--- config.mk ---
export PLATFORM = sky130hd
export DESIGN_NAME = imem_loader
export DESIGN_NICKNAME = d
export VERILOG_FILES = /design/src/rtl/imem_loader_pkg.sv /design/src/rtl/byte_packer.sv /design/src/rtl/imem_loader.sv
export SDC_FILE = /design/constraint.sdc
export NUM_CORES = 1
export LEC_CHECK = 0
export CORE_ASPECT_RATIO = 1.75
export CORE_UTILIZATION = 58
export CTS_BUF_LIST = sky130_fd_sc_hd__clkbuf_16
export DETAILED_ROUTE_END_ITERATION = 12
export PLACE_DENSITY = 0.9
export SETUP_SLACK_MARGIN = 0.4
export SLEW_MARGIN = 20
export SYNTH_ARGS = -nofsm -noshare
export SYNTH_HDL_FRONTEND = slang
export SYNTH_SLANG_ARGS = --single-unit
--- constraint.sdc ---
create_clock -name clk -period 2.7 [get_ports clk]
set_input_delay 0.405 -clock clk [delete_from_list [all_inputs] [get_ports clk]]
set_output_delay 0.405 -clock clk [all_outputs]
set_load 0.01 [all_outputs]
--- src/rtl/imem_loader_pkg.sv ---
// imem_loader_pkg: shared types and constants for the instruction-memory boot loader.
//   loader_state_e  : loader FSM states
//   DefaultSyncByte : default frame start marker
package imem_loader_pkg;

  typedef enum logic [2:0] {
    StIdle,
    StLen,
    StData,
    StCheck,
    StDone,
    StError
  } loader_state_e;

  localparam logic [7:0] DefaultSyncByte = 8'hA5;

endpackage

--- src/rtl/byte_packer.sv ---
// byte_packer: assembles lane-indexed bytes (lane 0 = LSB) into a 32-bit word and
// strobes word_valid for one cycle after the lane-3 byte is taken.
// Ports:
//   clk        : rising-edge clock
//   reset      : synchronous active-low reset
//   byte_valid : byte_data is taken this cycle
//   lane       : byte lane 0..3 of byte_data
//   byte_data  : incoming byte
//   word       : assembled word, held until the next lane-3 byte
//   word_valid : one-cycle strobe, word is new this cycle
module byte_packer (
  input  logic        clk,
  input  logic        reset,
  input  logic        byte_valid,
  input  logic [1:0]  lane,
  input  logic [7:0]  byte_data,
  output logic [31:0] word,
  output logic        word_valid
);

  // Lanes 0..2 collect in a staging register so a lane-0 byte taken during the
  // word_valid cycle never disturbs the word being written.
  logic [23:0] stage_q;
  logic [31:0] word_q;
  logic        valid_q;

  always_ff @(posedge clk) begin
    if (!reset) begin
      stage_q <= 24'h0;
      word_q  <= 32'h0;
      valid_q <= 1'b0;
    end else begin
      valid_q <= 1'b0;
      if (byte_valid) begin
        unique case (lane)
          2'd0: stage_q[7:0]   <= byte_data;
          2'd1: stage_q[15:8]  <= byte_data;
          2'd2: stage_q[23:16] <= byte_data;
          2'd3: begin
            word_q  <= {byte_data, stage_q};
            valid_q <= 1'b1;
          end
        endcase
      end
    end
  end

  assign word       = word_q;
  assign word_valid = valid_q;

endmodule

--- src/rtl/imem_loader.sv ---
// imem_loader: boot-time instruction-memory writer. Receives a framed byte stream
// (SYNC, N, 4*N payload bytes little-endian per word, XOR checksum), writes each
// word to imem and releases the core only after a frame with a good checksum.
// Ports:
//   clk, reset              : clock, synchronous active-low reset
//   InData/InValid/InReady  : byte stream, transfer = InValid & InReady
//   Start                   : re-arm pulse, honoured only in DONE/ERROR
//   IMemWE/IMemWA/IMemWD    : imem write port, one-cycle WE pulse per word
//   CpuHold                 : core reset, 1 = held (every state but DONE)
//   Done/Error              : frame loaded OK / bad length or checksum
//   WordCount               : words written in the current frame
module imem_loader
  import imem_loader_pkg::*;
#(
  parameter int unsigned ADDR_WIDTH = 6,
  parameter int unsigned MAX_WORDS  = 64,
  parameter logic [7:0]  SYNC_BYTE  = DefaultSyncByte
) (
  input  logic                  clk,
  input  logic                  reset,
  input  logic [7:0]            InData,
  input  logic                  InValid,
  output logic                  InReady,
  input  logic                  Start,
  output logic                  IMemWE,
  output logic [ADDR_WIDTH-1:0] IMemWA,
  output logic [31:0]           IMemWD,
  output logic                  CpuHold,
  output logic                  Done,
  output logic                  Error,
  output logic [7:0]            WordCount
);

  loader_state_e state_q, state_d;
  logic [7:0]    len_q, len_d;
  logic [1:0]    lane_q, lane_d;
  logic [7:0]    rx_word_q, rx_word_d;    // words fully received
  logic [7:0]    word_idx_q, word_idx_d;  // words written; also the next write address
  logic [7:0]    xor_q, xor_d;

  logic        xfer;
  logic        in_active;
  logic        pack_valid;
  logic [31:0] pack_word;

  assign in_active = (state_q == StIdle) || (state_q == StLen) ||
                     (state_q == StData) || (state_q == StCheck);
  // Gated by reset so no byte is offered while the loader is held.
  assign InReady   = reset && in_active;
  assign xfer      = InValid && InReady;

  always_comb begin
    state_d    = state_q;
    len_d      = len_q;
    lane_d     = lane_q;
    rx_word_d  = rx_word_q;
    word_idx_d = word_idx_q;
    xor_d      = xor_q;

    if (pack_valid) begin
      word_idx_d = word_idx_q + 8'd1;
    end

    case (state_q)
      StIdle: begin
        if (xfer && (InData == SYNC_BYTE)) begin
          state_d   = StLen;
          lane_d    = 2'd0;
          rx_word_d = 8'd0;
          xor_d     = 8'd0;
        end
      end
      StLen: begin
        if (xfer) begin
          len_d = InData;
          if ((InData != 8'd0) && (32'(InData) <= MAX_WORDS)) begin
            state_d = StData;
          end else begin
            state_d = StError;
          end
        end
      end
      StData: begin
        if (xfer) begin
          xor_d  = xor_q ^ InData;
          lane_d = lane_q + 2'd1;
          if (lane_q == 2'd3) begin
            rx_word_d = rx_word_q + 8'd1;
            if ((rx_word_q + 8'd1) == len_q) begin
              state_d = StCheck;
            end
          end
        end
      end
      StCheck: begin
        if (xfer) begin
          state_d = (InData == xor_q) ? StDone : StError;
        end
      end
      StDone, StError: begin
        if (Start) begin
          state_d    = StIdle;
          lane_d     = 2'd0;
          rx_word_d  = 8'd0;
          word_idx_d = 8'd0;
          xor_d      = 8'd0;
        end
      end
      default: state_d = StIdle;
    endcase
  end

  always_ff @(posedge clk) begin
    if (!reset) begin
      state_q    <= StIdle;
      len_q      <= 8'd0;
      lane_q     <= 2'd0;
      rx_word_q  <= 8'd0;
      word_idx_q <= 8'd0;
      xor_q      <= 8'd0;
    end else begin
      state_q    <= state_d;
      len_q      <= len_d;
      lane_q     <= lane_d;
      rx_word_q  <= rx_word_d;
      word_idx_q <= word_idx_d;
      xor_q      <= xor_d;
    end
  end

  byte_packer u_byte_packer (
    .clk        (clk),
    .reset      (reset),
    .byte_valid (xfer && (state_q == StData)),
    .lane       (lane_q),
    .byte_data  (InData),
    .word       (pack_word),
    .word_valid (pack_valid)
  );

  assign IMemWE    = pack_valid;
  assign IMemWA    = word_idx_q[ADDR_WIDTH-1:0];
  assign IMemWD    = pack_word;
  assign WordCount = word_idx_q;
  assign Done      = (state_q == StDone);
  assign Error     = (state_q == StError);
  assign CpuHold   = (state_q != StDone);

endmodule
==> results.md <==
* Status: finished, final reports clean
* Worst skew pair latency at 0.34 ns
* Ys Warns at 0
* Ports at 63
* Slew Limit Fails at 0
* GRT overflow at 0
* CTS H-tree depth at 3
* Post-synth top cells: 110 x nand2_1, 94 x dfxtp_1, 80 x a21oi_1, 35 x nor2_1, 29 x nand3_1
* Clock Skew at 0.00361 ns
* Largest family of logic cells by synthesized area: simple AND/OR/NAND/NOR gates
* Total length of routed wires at 10200 um
* Post-CTS Setup Inserts at 0
* Clk sinks at 94
* DP Wirelength at 6550 um
* Iter 0 DRT Violations at 262
* Async set-reset flop share out of synthesis at 0
* First-pass GRT wire length at 16100 um
* Leakage at 1.81 nW
* Synth Area in Simple Gates at 0.248
* Via count at 3705
* Initial Util at 0.603
* Critical Path RT at 2.30 ns
* CTS buffer count at 9
* Die Ht at 114 um
* Pre-CTS setup slack at 0.00233 ns
* CTS Buffer Depth at 2
* Finished Layout Cells at 643
* Count leader, synth: nand2_1
* Syn_area_per_cell at 8.15 um^2
* MaxCap Viol Count at 0
* Max transition margin at 0.437
* Share of post-route cells with drive strength above 1 at 0.0751
* Number of synthesized register bits at 94
* Syn Inst Count at 511
* Syn nets at 529
* Startpoint Class: register
* Mux share of post-synthesis cell area at 0.0264
* Worst hold path depth at 2
* Hold slack at 0.454 ns
* Vias/cell at 5.76
* # DRC at 0
* Wire per inst at 15.9 um
* PortBufs at 62
* Final worst-path cycle share at 0.837
* Worst vdd ir at 481 uV
* Pwr dens at 592 nW/um^2
* Worst-path clk slew at 0.06 ns
* Number of global-route vias before repair at 3505
* Syn-to-layout area delta at 23.3%
* Top cell type's share of synthesized area at 0.452
* Placed cells at 626
* Post-synthesis compound-gate area fraction at 0.146
* Die footprint at 7540 um^2
* Power Total at 3.04 mW
* Distinct cells, synth at 52
* Top post-synthesis cells by area: dfxtp_1 45%, nand2_1 9.9%, a21oi_1 9.6%
* Final hold viol count at 0
* Slew @ Worst Pin at 0.844 ns
* Min-Delay Path Class: reg -> reg
* Reg2Reg Depth at 6
* Crit Path Class: reg -> out
* Synth Area in Adders at 0.0180
* Dpl cell area at 4750 um^2
* GP Congestion at 0.918
* Total track usage at 0.279
* Final core utilization at 0.743
* CP Capture Type: output pin
* Hold_buf cts at 0
* Fmax achieved at 0.443 GHz
* Leading area contributor after synthesis: dfxtp_1
* Arrival @ worst endpoint at 1.85 ns
* Pre-antenna DRT Iters at 5
* Crit-path max FO at 9
* ANT nets after route at 0
* Initial antenna violation count at 0
* Setup ws final at 0.441 ns
* Pin count of the biggest net entering global routing at 85
* Number of synthesized flops with an enable pin at 0
* Synthesized area at 4160 um^2
* Core area at 6910 um^2
* Final Instance Area at 5130 um^2
* Final-report setup violation count at 0
* Seq/Total Area, Yosys at 0.452
* Layout Nets at 572
* Antenna diodes at 0
* Setup tns final at 0 ns
* Die W at 66.1 um
* Rows at 40
* CTS tree: yes
* RSZ-0062 raised after global routing: yes
* Root Driver: clkbuf_16
* Ys flop type: dfxtp_1
* XOR/XNOR Fraction of Synth Area at 0.0442
* Crit path time final at 2.26 ns
-- worst paths after layout --
| kind | from | end | slack (ns) |
|---|---|---|---|
| worst max register to register | state_q[1]$_SDFFE_PN0P_ | u_byte_packer.stage_q[16]$_SDFFE_PN0P_ | 0.52 |
| worst min-delay path | u_byte_packer.stage_q[11]$_SDFFE_PN0P_ | u_byte_packer.word[11]$_SDFFE_PN0P_ | 0.45 |
| worst max-delay path | state_q[2]$_SDFFE_PN0P_ | Done | 0.44 |
| worst min register to register | u_byte_packer.stage_q[11]$_SDFFE_PN0P_ | u_byte_packer.word[11]$_SDFFE_PN0P_ | 0.45 |
-- where the power goes --
group          switching (mW)  internal (mW)
Clock                   0.529          0.993
Sequential            0.00502           1.39
Combinational          0.0769         0.0460
-- placed cells by master (no fill, tap or decap), types with 2 or more instances in the layout --
cell type and count:
xnor2_1 7, nand2_1 110, mux2i_1 11, nor2b_1 4
nand3b_1 8, o21ai_0 14, and4_1 2, or3_1 2
nor2_1 35, ha_1 6, clkdlybuf4s50_1 62, nor3_1 4
clkinv_1 2, nand4_1 4, nand2b_1 2, clkinv_4 2
clkbuf_16 9, bufinv_16 4, xor2_1 14, nand3_1 29
a21oi_1 80, buf_4 14, nand4b_1 2, inv_1 7
dfxtp_1 93, and3_1 4
-- worst max-delay path, stage by stage, from the launching register on --
cell             delay, ns
dfxtp_2               0.43
nor2b_1               0.36
nand2_1               0.12
inv_1                 0.07
clkdlybuf4s50_1       0.52
-- layout make-up --
cell class,count,area [um^2]
clock inverters,7,136
fillers,501,1770
clock buffers,9,225
well taps,84,105
multi-input cells,364,2020
repair buffers,76,726
flip-flops and latches,94,1880
inverters,9,38.8
-- timing repair --
item / 4_1_cts / 5_1_grt
pin swaps: 0 / 0
setup endpoints to repair: 1 / 3
resized for setup: 0 / 2
-- sequential cells by signal (all words and copies together), names as in the netlist --
register                  count
rx_word_q                     8
u_byte_packer.word           32
u_byte_packer.word_valid      1
u_byte_packer.stage_q        24
WordCount                     8
len_q                         8
state_q                       3
lane_q                        2
xor_q                         8
-- kinds of logic after synthesis --
kind of cell / after synthesis
simple gates: 217
compound gates: 109
flops: 94
buf+inv: 53
xor+xnor: 21
mux: 11
fa+ha+maj: 6
-- per-layer routing --
metal | track usage | wire [um]
met5 | 0 | 0
met4 | 0.132 | 205
met3 | 0.0488 | 461
met2 | 0.508 | 5610
met1 | 0.303 | 3920
Power figures use the tool's default switching activity.
